### config.mk
export PLATFORM = sky130hd
export DESIGN_NAME = hilo_mult_sequencer
export DESIGN_NICKNAME = d
export VERILOG_FILES = /design/src/rtl/hilo_mult_sequencer.sv
export SDC_FILE = /design/constraint.sdc
export NUM_CORES = 1
export LEC_CHECK = 0
export BUFFER_PORTS_ARGS = -buffer_cell sky130_fd_sc_hd__buf_2
export CORE_MARGIN = 2
export CORE_UTILIZATION = 50
export DETAILED_ROUTE_END_ITERATION = 12
export PLACE_DENSITY = 0.71
export SYNTH_ARGS = -nofsm -noshare
export SYNTH_HDL_FRONTEND = slang
export SYNTH_SLANG_ARGS = --single-unit
### constraint.sdc
create_clock -name clk -period 5.2 [get_ports clk]
set_input_delay 1.04 -clock clk [delete_from_list [all_inputs] [get_ports clk]]
set_output_delay 1.04 -clock clk [all_outputs]
set_load 0.005 [all_outputs]
### src/rtl/hilo_mult_sequencer.sv
// hilo_mult_sequencer: iterative radix-2 shift-add multiplier that sequences
// MUL / MADD / MADDU into the hi/lo register pair and stalls mfhi/mflo reads
// while an operation is still in flight.
module hilo_mult_sequencer #(
    parameter int WIDTH = 32,
    parameter int CNT_W = 6
) (
    input  logic             clk,
    input  logic             rst,
    input  logic             start,
    input  logic [1:0]       op,
    input  logic [WIDTH-1:0] rs_data,
    input  logic [WIDTH-1:0] rt_data,
    input  logic             hilo_read,
    output logic [WIDTH-1:0] hi,
    output logic [WIDTH-1:0] lo,
    output logic             busy,
    output logic             done,
    output logic             stall
);

    localparam int PW = 2 * WIDTH;

    localparam logic [1:0] OP_MUL   = 2'd0;
    localparam logic [1:0] OP_MADDU = 2'd2;
    localparam logic [1:0] OP_RSVD  = 2'd3;

    typedef enum logic [1:0] {
        IDLE = 2'd0,
        CALC = 2'd1,
        FIX  = 2'd2
    } state_t;

    state_t           state;
    logic [1:0]       op_q;
    logic [WIDTH-1:0] mcand;
    logic [WIDTH-1:0] mplier;
    logic [PW-1:0]    product;
    logic [CNT_W-1:0] cnt;
    logic             neg;

    logic             op_signed;
    logic [WIDTH-1:0] rs_mag;
    logic [WIDTH-1:0] rt_mag;
    logic [PW-1:0]    addend;
    logic [PW-1:0]    signed_p;
    logic [PW-1:0]    acc_sum;

    // Operand preparation and datapath arithmetic for the current cycle.
    always_comb begin
        // NOTE: every signal driven here gets a value on every path, so no latch is inferred.
        op_signed = (op != OP_MADDU);
        rs_mag    = rs_data;
        rt_mag    = rt_data;
        if (op_signed && rs_data[WIDTH-1]) rs_mag = -rs_data;
        if (op_signed && rt_data[WIDTH-1]) rt_mag = -rt_data;
        // Magnitude of the most negative value is 2^(WIDTH-1), which still fits unsigned.
        addend    = {{WIDTH{1'b0}}, mcand} << cnt;
        signed_p  = neg ? -product : product;
        acc_sum   = {hi, lo} + signed_p;
    end

    // Sequencer FSM: accept in IDLE, one shift-add step per CALC cycle, commit in FIX.
    always_ff @(posedge clk) begin
        // NOTE: sequential state uses non-blocking assignments so every register samples pre-edge values.
        if (rst) begin
            // NOTE: datapath registers are cleared too, so a reset leaves no stale operands behind.
            state   <= IDLE;
            op_q    <= OP_MUL;
            mcand   <= '0;
            mplier  <= '0;
            product <= '0;
            cnt     <= '0;
            neg     <= 1'b0;
            hi      <= '0;
            lo      <= '0;
            busy    <= 1'b0;
            done    <= 1'b0;
        end else begin
            done <= 1'b0;
            case (state)
                IDLE: begin
                    if (start && op != OP_RSVD) begin
                        mcand   <= rs_mag;
                        mplier  <= rt_mag;
                        neg     <= op_signed & (rs_data[WIDTH-1] ^ rt_data[WIDTH-1]);
                        op_q    <= op;
                        product <= '0;
                        cnt     <= '0;
                        busy    <= 1'b1;
                        state   <= CALC;
                    end
                end
                CALC: begin
                    if (mplier[0]) product <= product + addend;
                    mplier <= mplier >> 1;
                    cnt    <= cnt + 1'b1;
                    if (cnt == CNT_W'(WIDTH - 1)) state <= FIX;
                end
                FIX: begin
                    if (op_q == OP_MUL) {hi, lo} <= signed_p;
                    else                {hi, lo} <= acc_sum;
                    busy  <= 1'b0;
                    done  <= 1'b1;
                    state <= IDLE;
                end
                default: state <= IDLE;
            endcase
        end
    end

    // Front-end hold: a hi/lo read must wait while an operation is in progress.
    assign stall = hilo_read & busy;

endmodule

==> results.json, run 1 <==
{
  "finalSetupTns_ps": 0,
  "netlist.area_leader.share_pct": 20.6,
  "cts-root-buf": "clkbuf_16",
  "ys_ff_latch": 205,
  "synthSimpleGateAreaFrac_pct": 21.1,
  "via_count": 21033,
  "endpoint_kind": "flip-flop",
  "hold_path.class": "reg -> reg",
  "dpl_cell_area_um2": 21600,
  "instances_no_fill": 3379,
  "irDropWorstVdd_uv": 228,
  "cts.sinks": 205,
  "powerDensity_nw_per_um2": 198,
  "overflow": 0,
  "final_antenna_net_count": 0,
  "synth_fp_nets": 2927,
  "gp_routability_congestion": 0.983,
  "yosysWarnings": 0,
  "tightest_slew_ps": 1160,
  "cts_tree": "built",
  "synthXorXnorAreaFrac_pct": 9.37,
  "drcViolationCount": 0,
  "drtIter0Drc": 1684,
  "synth_common_cells": "nand2_1, nor2_1, o21ai_0, a21oi_1, dfxtp_1",
  "final_util_pct": 57.2,
  "setup_viol": 0,
  "slew_headroom_pct": 22.3,
  "viasPerCell": 6.22,
  "status": "finished clean",
  "ys_seq_area_share_pct": 20.6,
  "ys.flop_type": "dfxtp_1",
  "fmax_mhz": 199,
  "grt_pass1_wl_um": 104000,
  "portBuffers": 136,
  "grt_max_degree": 72,
  "finalCritPeriodShare_pct": 96.7,
  "fin_area_um2": 22600,
  "synth_top_family_by_area": "compound AO/OA/AOI/OAI gates",
  "first_pass_iters": 6,
  "core_area_um2": 39500,
  "insertion_delay_ps": 570,
  "dp_cells": 3330,
  "maxCapViolCount": 0,
  "mappedNetlistArea_um2": 19900,
  "cts_buffers": 26,
  "antenna_cells": 0,
  "grt_pass1_vias": 19417,
  "maxSlewViolCount": 0,
  "ctsHtreeMaxLevel": 1,
  "start_util_pct": 50.3,
  "yosys.area_share.adder_pct": 9.25,
  "syn_inst": 2711,
  "hold_viol": 0,
  "fillers": 3681,
  "crit_required_ps": 5700,
  "synth-edff-count": 0,
  "hpwlAfterDp_um": 50600,
  "routed_wl_um": 64900,
  "syn2layout_area_growth_pct": 13.6,
  "wl_per_cell_um": 19.2,
  "track_usage_pct": 30.8,
  "timing.hold.ws_ps": 479,
  "drive_gt1_share_pct": 14.6,
  "synth_area_leaders": "dfxtp_1, ha_1, o21ai_0",
  "final.min_clock_period_ps": 5030,
  "path_class": "reg -> reg",
  "yosys.area.top_type": "dfxtp_1",
  "die_h_um": 204,
  "crit_path_start_kind": "flip-flop",
  "yosysUniqueCellTypes": 85,
  "synth.most_common_cell": "nand2_1",
  "grt_antenna_before_repair": 0,
  "synthMuxAreaShare_pct": 5.77,
  "fin_worst_skew_ps": 21.6,
  "ctsHoldBuffers": 0,
  "nets": 3051,
  "synth_async_sr_flop_share_pct": 0,
  "die_w_um": 204,
  "p_leak_nw": 9.51,
  "crit_arrival_ps": 5520,
  "num_rows": 73,
  "synth_compound_area_share_pct": 29.9,
  "cts.clk_slew.worst_paths_ps": 60,
  "clockBufferDepth": 3,
  "syn_area_per_cell_um2": 7.35,
  "pin_count": 137,
  "critPathMaxFanout": 8,
  "fp.dieArea_um2": 41400
}
[logic make-up (layout without fill, tap and decap cells)]
logic type,count (synthesis),count (layout)
xor+xnor,213,213
mux,85,85
simple gates,909,909
buf+inv,209,352
flops,205,205
fa+ha+maj,146,146
compound gates,944,944
[cell usage in the layout (no fill, tap or decap), types with 24 or more instances in the layout]
cell type | netlist | final
nand2_1 | 316 | 316
nor2_1 | 279 | 276
o21ai_0 | 268 | 265
a21oi_1 | 240 | 238
dfxtp_1 | 205 | 201
ha_1 | 144 | 141
xnor2_1 | 140 | 140
buf_2 | 3 | 135
buf_4 | 0 | 130
xor2_1 | 73 | 73
a21o_1 | 61 | 61
a22oi_1 | 57 | 57
nand3_1 | 51 | 51
nor3_1 | 47 | 46
mux2i_1 | 44 | 44
a211oi_1 | 44 | 44
nand4_1 | 42 | 42
inv_1 | 37 | 37
o31ai_1 | 35 | 35
or3_1 | 30 | 30
clkbuf_16 | 0 | 26
and2_1 | 25 | 24
a311oi_1 | 24 | 24
[worst max-delay path, cell delays in order (launching register included)]
cell	delay, ps
dfxtp_1	360
or4_1	540
or3_4	400
nor4_4	250
buf_4	200
nand2_1	110
o41ai_2	270
xnor2_1	200
ha_2	450
and2_1	230
nand3_1	190
a211o_1	270
a31oi_1	220
o211ai_1	190
nand2_1	150
o211ai_1	220
nor2_1	210
mux2_2	350
a22oi_1	130
[worst paths after layout]
path	from	slack, ps	end	cells past startpoint
max	product[12]$_SDFFE_PP0P_	170	hi[30]$_SDFFE_PP0P_	18
min	mplier[13]$_SDFFE_PP0P_	480	mplier[13]$_SDFFE_PP0P_	2
max reg2reg	product[12]$_SDFFE_PP0P_	170	hi[30]$_SDFFE_PP0P_	18
min reg2reg	mplier[13]$_SDFFE_PP0P_	480	mplier[13]$_SDFFE_PP0P_	2
[through the flow]
| stage | total power (W) | worst slack (ps) |
|---|---|---|
| CTS | 0.00450 | 66.5 |
| global placement | 0.00256 | 59.4 |
| detailed placement | 0.00258 | -25.0 |
| finish | 0.00448 | 170 |
| floorplan | 0.00228 | 18.6 |
| global route | 0.00468 | -46.3 |
[state kept, by name (all words and copies together) (netlist names)]
| register | flops |
|---|---|
| hi | 32 |
| busy | 1 |
| done | 1 |
| state | 2 |
| mplier | 32 |
| lo | 32 |
| neg | 1 |
| cnt | 6 |
| product | 64 |
| op_q | 2 |
| mcand | 32 |
[report_power, final]
part	switching (W)	total [W]	internal, W	leakage (nW)
Sequential	0.0000575	0.00168	0.00162	1.66
Clock	0.000772	0.00191	0.00114	0.441
Combinational	0.000536	0.000884	0.000348	7.41
Total	0.00137	0.00448	0.00311	9.51
[area by class of cell]
type	instances	area [µm²]	area share [%]
multi-input cells	2297	15100	66.9
flip-flops and latches	205	4110	18.2
repair buffers	266	1670	7.39
clock buffers	33	727	3.21
well taps	525	657	2.90
clock inverters	14	173	0.763
inverters	39	146	0.647
[metal layers]
metal	routed length, µm	vias up	track usage [%]
met3	4860	130	3.74
met2	28800	855	49.3
li1	-	10243	-
met4	2520	0	12.1
met1	28700	9805	42.1
met5	0	-	0
[timing repair]
item	CTS	global route
buffers inserted	0	2
endpoints found under the setup margin	1	27
pin swaps	0	2
gates resized for setup	1	20
(Power assumes the default switching activity.)
==> run 2, diff against run 1 <==
CORE_UTILIZATION = 40   (was 50)
CTS_CLUSTER_DIAMETER = 200   (was default)
PLACE_DENSITY = default   (was 0.71)
SKIP_CTS_REPAIR_TIMING = 1   (was default)
==> run 2 against run 1 <==
Effect of this change: combinational power up 4.2%; flip-flop and latch count unchanged; non-clock buffer count up 46; critical path depth down 1; first-iteration DRC count down 4.5%; cell count up 5.6%; die area up 24%; critical path type unchanged; highest routed layer unchanged.
==> results.json, run 2 (synthesis results as in run 1) <==
{
  "p_comb_share_pct": 19.0,
  "syn2layout_area_growth_pct": 17.2,
  "final_cell_mix": "nand2_1, nor2_1, o21ai_0",
  "grt_max_degree": 89,
  "path_class": "reg -> reg",
  "cts_tree": "built",
  "hpwlAfterDp_um": 54100,
  "final_antenna_net_count": 0,
  "tightest_slew_ps": 1170,
  "core_area_um2": 49100,
  "finalCritPeriodShare_pct": 95.9,
  "die_w_um": 227,
  "portBuffers": 136,
  "hold_viol": 0,
  "overflow": 0,
  "endpoint_kind": "flip-flop",
  "cts.sinks": 205,
  "irDropWorstVdd_uv": 223,
  "clockPowerShare_pct": 46.2,
  "die_h_um": 227,
  "status": "finished clean",
  "largest_register_ffs": 64,
  "maxSlewViolCount": 0,
  "routed_wl_um": 69100,
  "nets": 3098,
  "cts-root-buf": "clkbuf_16",
  "power.switching_w": 0.00142,
  "powerDensity_nw_per_um2": 207,
  "post-place-ws_ps": 13.7,
  "final_common_cell": "nand2_1",
  "p_seq_share_pct": 34.7,
  "drcViolationCount": 0,
  "first_pass_iters": 5,
  "netSwitchingFraction_pct": 29.3,
  "power.internal_w": 0.00342,
  "pin_count": 137,
  "setup_viol": 0,
  "fp.dieArea_um2": 51600,
  "fmax_mhz": 201,
  "rsz0062_at_grt": "true",
  "via_count": 21009,
  "crit_arrival_ps": 5490,
  "hold_path.class": "reg -> reg",
  "insertion_delay_ps": 580,
  "drtIter0Drc": 1609,
  "crit_required_ps": 5700,
  "gp_routability_congestion": 0.978,
  "drive_gt1_share_pct": 16.4,
  "cts.clk_slew.worst_paths_ps": 70,
  "final.min_clock_period_ps": 4980,
  "maxCapViolCount": 0,
  "fin_ws_ps": 216,
  "p_leak_nw": 9.82,
  "timing.hold.ws_ps": 472,
  "critPathMaxFanout": 7,
  "antenna_cells": 0,
  "num_rows": 81,
  "fin_worst_skew_ps": 23.4,
  "slew_headroom_pct": 22.0,
  "viasPerCell": 5.89,
  "fin_area_um2": 23300,
  "regMostFlops": "product",
  "track_usage_pct": 26.2,
  "grt_pass1_wl_um": 108000,
  "finalSetupTns_ps": 0,
  "ctsHtreeMaxLevel": 1,
  "grt_antenna_before_repair": 0,
  "grt_pass1_vias": 19717,
  "clockBufferDepth": 3,
  "wl_per_cell_um": 19.4,
  "dpl_cell_area_um2": 22100,
  "crit_path_start_kind": "flip-flop",
  "start_util_pct": 40.6,
  "cts_buffers": 27
}
-- run 2: cell types whose count changed in the layout (fill, tap and decap cells not counted), sizes merged --
cell      before  now
clkinvlp       2    0
inv           40   43
clkbuf        33   29
bufinv         3    9
buf          266  312
-- run 2: metrics by stage --
stage               std cells  util (%)  power [W]
finish                   3567      47.6    0.00484
global route             3567      47.6    0.00503
CTS                      3566      47.3    0.00487
detailed placement       3516      45.1    0.00262
global placement         3516      45.1    0.00261
floorplan                2711         -    0.00228
-- run 2: per-layer routing --
| metal | vias to the layer above | GRT usage (%) | share of wire, % |
|---|---|---|---|
| li1 | 10363 | - | - |
| met1 | 9875 | 36.0 | 47 |
| met2 | 653 | 42.5 | 44 |
| met3 | 118 | 2.48 | 5.1 |
| met4 | 0 | 9.53 | 3.9 |
| met5 | - | 0 | 0 |
-- run 2: area by class of cell --
| cell class | instances | area [µm²] |
|---|---|---|
| multi-input cells | 2297 | 15200 |
| repair buffers | 312 | 2030 |
| flip-flops and latches | 205 | 4110 |
| fillers | 5082 | 25700 |
| clock buffers | 29 | 703 |
| clock inverters | 21 | 357 |
| well taps | 664 | 831 |
| inverters | 39 | 146 |
-- run 2: worst max-delay path, stage by stage, from the launching register on --
cell	delay [ps]
dfxtp_1	360
or3_1	420
or4_1	570
or2_2	350
o21ai_0	190
xnor2_1	220
ha_1	380
a21oi_1	290
o211ai_1	140
a21oi_1	420
nor3_2	130
o2111ai_1	480
nand2_1	140
o211ai_1	210
buf_4	170
nor2_1	50
mux2_2	260
a22oi_1	120
-- run 2: final timing paths --
check / startpoint / endpoint / slack (ps) / depth (start not counted)
setup / recovery: product[3]$_SDFFE_PP0P_ / hi[30]$_SDFFE_PP0P_ / 220 / 17
hold / removal: lo[8]$_SDFFE_PP0P_ / lo[8]$_SDFFE_PP0P_ / 470 / 2
setup reg to reg: product[3]$_SDFFE_PP0P_ / hi[30]$_SDFFE_PP0P_ / 220 / 17
hold reg to reg: lo[8]$_SDFFE_PP0P_ / lo[8]$_SDFFE_PP0P_ / 470 / 2
-- run 2: power by group through the flow --
stage	registers, W	logic (W)	clock network (W)
after floorplan	0.00169	0.000599	0
after global placement	0.00171	0.000898	0
after detailed placement	0.00171	0.000908	0
after CTS	0.00168	0.000911	0.00228
after global routing	0.00169	0.00101	0.00233
final	0.00168	0.000921	0.00224
